### src/rtl/prbs_sat_cnt.sv
// Saturating up-counter with synchronous clear. A clear coinciding with an
// increment leaves the count at 1, so the simultaneous event is not lost.
module prbs_sat_cnt #(
  parameter int unsigned W = 16
) (
  input  logic         clk,
  input  logic         reset,
  input  logic         clr,
  input  logic         inc,
  output logic [W-1:0] cnt
);

  localparam logic [W-1:0] ONE = W'(1);

  logic [W-1:0] cnt_q, cnt_d;

  always_comb begin
    cnt_d = cnt_q;
    if (clr) begin
      cnt_d    = '0;
      cnt_d[0] = inc;
    end else if (inc && (cnt_q != '1)) begin
      cnt_d = cnt_q + ONE;
    end
  end

  always_ff @(posedge clk or posedge reset) begin
    if (reset) cnt_q <= '0;
    else       cnt_q <= cnt_d;
  end

  assign cnt = cnt_q;

endmodule

### config.mk
export PLATFORM = sky130hd
export DESIGN_NAME = prbs_sat_cnt
export DESIGN_NICKNAME = d
export VERILOG_FILES = /design/src/rtl/prbs_sat_cnt.sv
export SDC_FILE = /design/constraint.sdc
export NUM_CORES = 1
export LEC_CHECK = 0
export ABC_CLOCK_PERIOD_IN_PS = 1900
export BUFFER_PORTS_ARGS = -buffer_cell sky130_fd_sc_hd__buf_4
export CORE_UTILIZATION = 47
export DETAILED_ROUTE_END_ITERATION = 10
export MAX_ROUTING_LAYER = met4
export PLACE_DENSITY = 0.73
export SLEW_MARGIN = 20
export SYNTH_ARGS = -nofsm -noshare
export SYNTH_HDL_FRONTEND = slang
export SYNTH_SLANG_ARGS = --single-unit
### constraint.sdc
create_clock -name clk -period 1.9 [get_ports clk]
set_clock_uncertainty 0.15 [all_clocks]
set_input_delay 0.285 -clock clk [delete_from_list [all_inputs] [get_ports clk]]
set_output_delay 0.285 -clock clk [all_outputs]
set_load 0.01 [all_outputs]
==> flow_summary.ini <==
[floorplan]
io_pins = 20
dieArea_mm2 = 0.00215
die_w_um = 46.4
core_area_mm2 = 0.00178
die_h_um = 46.4
num_rows = 15
initial_core_util = 0.519

[routing]
wire_per_inst_um = 14.7
drc = 0
wl_mm = 2.32
dr.pass1.iters = 4
antenna_left = 0
viasPerCell = 5.92
vias = 936
first_iter_violations = 10

[logic_synthesis]
synth_top_area_share = 0.433
yosysWarnings = 0
synth.distinct_cells = 31
synth_area_um2 = 925
synth_top_cell_by_area = dfrtp_1
yosysSeqAreaShare = 0.433
avgSynthCellArea_um2 = 9.63
yosys_most_used_dff = dfrtp_1
synth_seq_cells = 16
yosys-top-cells-area = dfrtp_1 (43%), a21oi_1 (6.0%), o31ai_1 (4.9%), or4_1 (4.1%), nand4_1 (3.4%)
syn_inst = 96
synth_fp_nets = 101
synth_edf_count = 0
synth-async-reset-ratio = 1.00

[clock_tree]
insertion_delay_ns = 0.29
cts_root_buffer = clkbuf_4
clkSlewWorstSetupHoldPaths_ns = 0.10
cts_inserted_buffers = 3
htreeDepth = 1
cts_tree = built
cts.path.max_buffers = 2
clock-sinks = 16

[timing]
hold_violations = 0
fin_setup_tns_ns = 0
rsz0062_at_grt = no
slew_viol_final = 0
timing.fmax_mhz = 538
max_slew.worst_pin.slew_ns = 0.651
fin_ws_ns = 0.0422
hold_slack_ns = 0.120
slew_headroom = 0.566
finalCriticalPeriod_ns = 1.86
period_share = 0.978
setup_viol = 0

[global_routing]
grt_pass1_vias = 836
grt_use_total = 0.240
grt-ovfl-total = 0
antenna_found_initial = 0
grt_max_degree = 18
grt_pass1_wl_mm = 3.48

[place]
hpwlAfterDp_mm = 1.69
place_inst = 151
placed_area_mm2 = 0.00120
numPortBuffers = 19
place.gp.congestion = 0.859
pre_cts_slack_ns = -0.000582

[layout]
fin_cells = 158
drive_above_1_share = 0.376
fin_util = 0.717
finalNetCount = 139
largest_register_ffs = 16
antennaDiodeCount = 0
final_cell_area_mm2 = 0.00128
synthToLayoutAreaGrowth_pct = 38.3
nFillCells = 152

[worst_setup_path]
cp.arrival_ns = 1.93
critPathBufInv = 1
critPathKind = reg -> reg
end_kind = flop
crit_family = simple AND/OR/NAND/NOR gates
slowest_delay_ns = 0.52
crit_path_top_delay_cell = or4_1
startpoint_type = flop
cp.required_ns = 1.97
cp_max_fo = 5
path_cells = ha_4 -> nand4_4 -> o41ai_4 -> buf_4 -> or4_1 -> a21oi_2

[run]
drv_cap = 0

[pwr]
p_leak_nw = 0.553
pwr_density_cell_mw_per_mm2 = 519
p_total_uw = 663
irDropWorstVdd_mv = 0.516

[min_path]
hold_class = in -> reg

[outcome]
status = complete, no violations
metal layers:
metal  track usage  wire length, um  up-vias
met5             -                0        -
met4         0.112               46        0
met3        0.0353               79        6
met2         0.419             1210       22
met1         0.263              989      452
li1              -                -      456
cells by family (layout without fill, tap and decap cells):
kind of cell | Yosys count | count (layout) | share of synthesized area
xor gates and xnor gates | 1 | 1 | 0.00947
DFF | 16 | 16 | 0.433
muxes | 1 | 1 | 0.0108
buffers and inverters | 6 | 43 | 0.0243
and+or+nand+nor | 44 | 44 | 0.302
adders and majority gates | 1 | 1 | 0.0135
AOI/OAI and AO/OA | 27 | 27 | 0.207
Yosys cell counts (all sizes together), types with 2 or more instances:
| master | n |
|---|---|
| o31ai | 6 |
| nand4 | 6 |
| and2 | 2 |
| or3 | 6 |
| o41ai | 2 |
| nand3 | 4 |
| or4 | 5 |
| a211oi | 2 |
| inv | 4 |
| and3 | 2 |
| a21oi | 11 |
| nand2 | 8 |
| o21ai | 5 |
| nor3 | 3 |
| nor2 | 3 |
| dfrtp | 16 |
| and4 | 2 |
worst paths after layout:
check                             start      end  slack, ns  depth (start not counted)
min in group asynchronous         reset   cnt[0]       0.49                          3
worst min register to register  cnt[15]  cnt[15]       0.44                          2
max in group asynchronous         reset   cnt[5]       0.65                          3
worst max register to register   cnt[0]  cnt[14]       0.04                          6
worst min-delay path                clr  cnt[10]       0.12                          2
worst max-delay path             cnt[0]  cnt[14]       0.04                          6
layout make-up:
class | instances | area [um2] | share of cell area
Sequential cell | 16 | 402 | 0.314
Tap cell | 25 | 31.3 | 0.0245
Multi-Input combinational cell | 74 | 529 | 0.414
Clock buffer | 4 | 36.3 | 0.0284
Timing Repair Buffer | 35 | 265 | 0.207
Inverter | 4 | 15.0 | 0.0117
timing repair:
| action | in CTS | in global routing |
|---|---|---|
| endpoints found under the setup margin | 1 | 6 |
| setup buffers | 0 | 2 |
| hold buffers | 1 | 0 |
| gates resized for setup | 0 | 5 |
| hold endpoints to repair | 16 | 0 |
| pin swaps | 1 | 8 |
report_power, final:
group	total [mW]	leakage, nW	internal [mW]	switching [mW]
clock network	0.229	0.0210	0.117	0.112
logic	0.0814	0.313	0.0397	0.0418
registers	0.353	0.219	0.346	0.00683
total	0.663	0.553	0.503	0.160
placed cells by master, fill, tap and decap left out, types with 2 or more instances in the layout:
cell type  count
a21oi_2        2
nand4_1        5
buf_4         34
and3_1         2
nand3_1        4
or4_1          5
clkbuf_4       3
o21ai_1        3
o31ai_1        6
and4_1         2
nand2_1        8
or3_1          4
nor3_1         2
nor2_1         3
o21ai_0        2
or3_4          2
a211oi_1       2
inv_1          4
dfrtp_1       15
a21oi_1        9
Note: power is estimated with default switching activity, not from simulation.
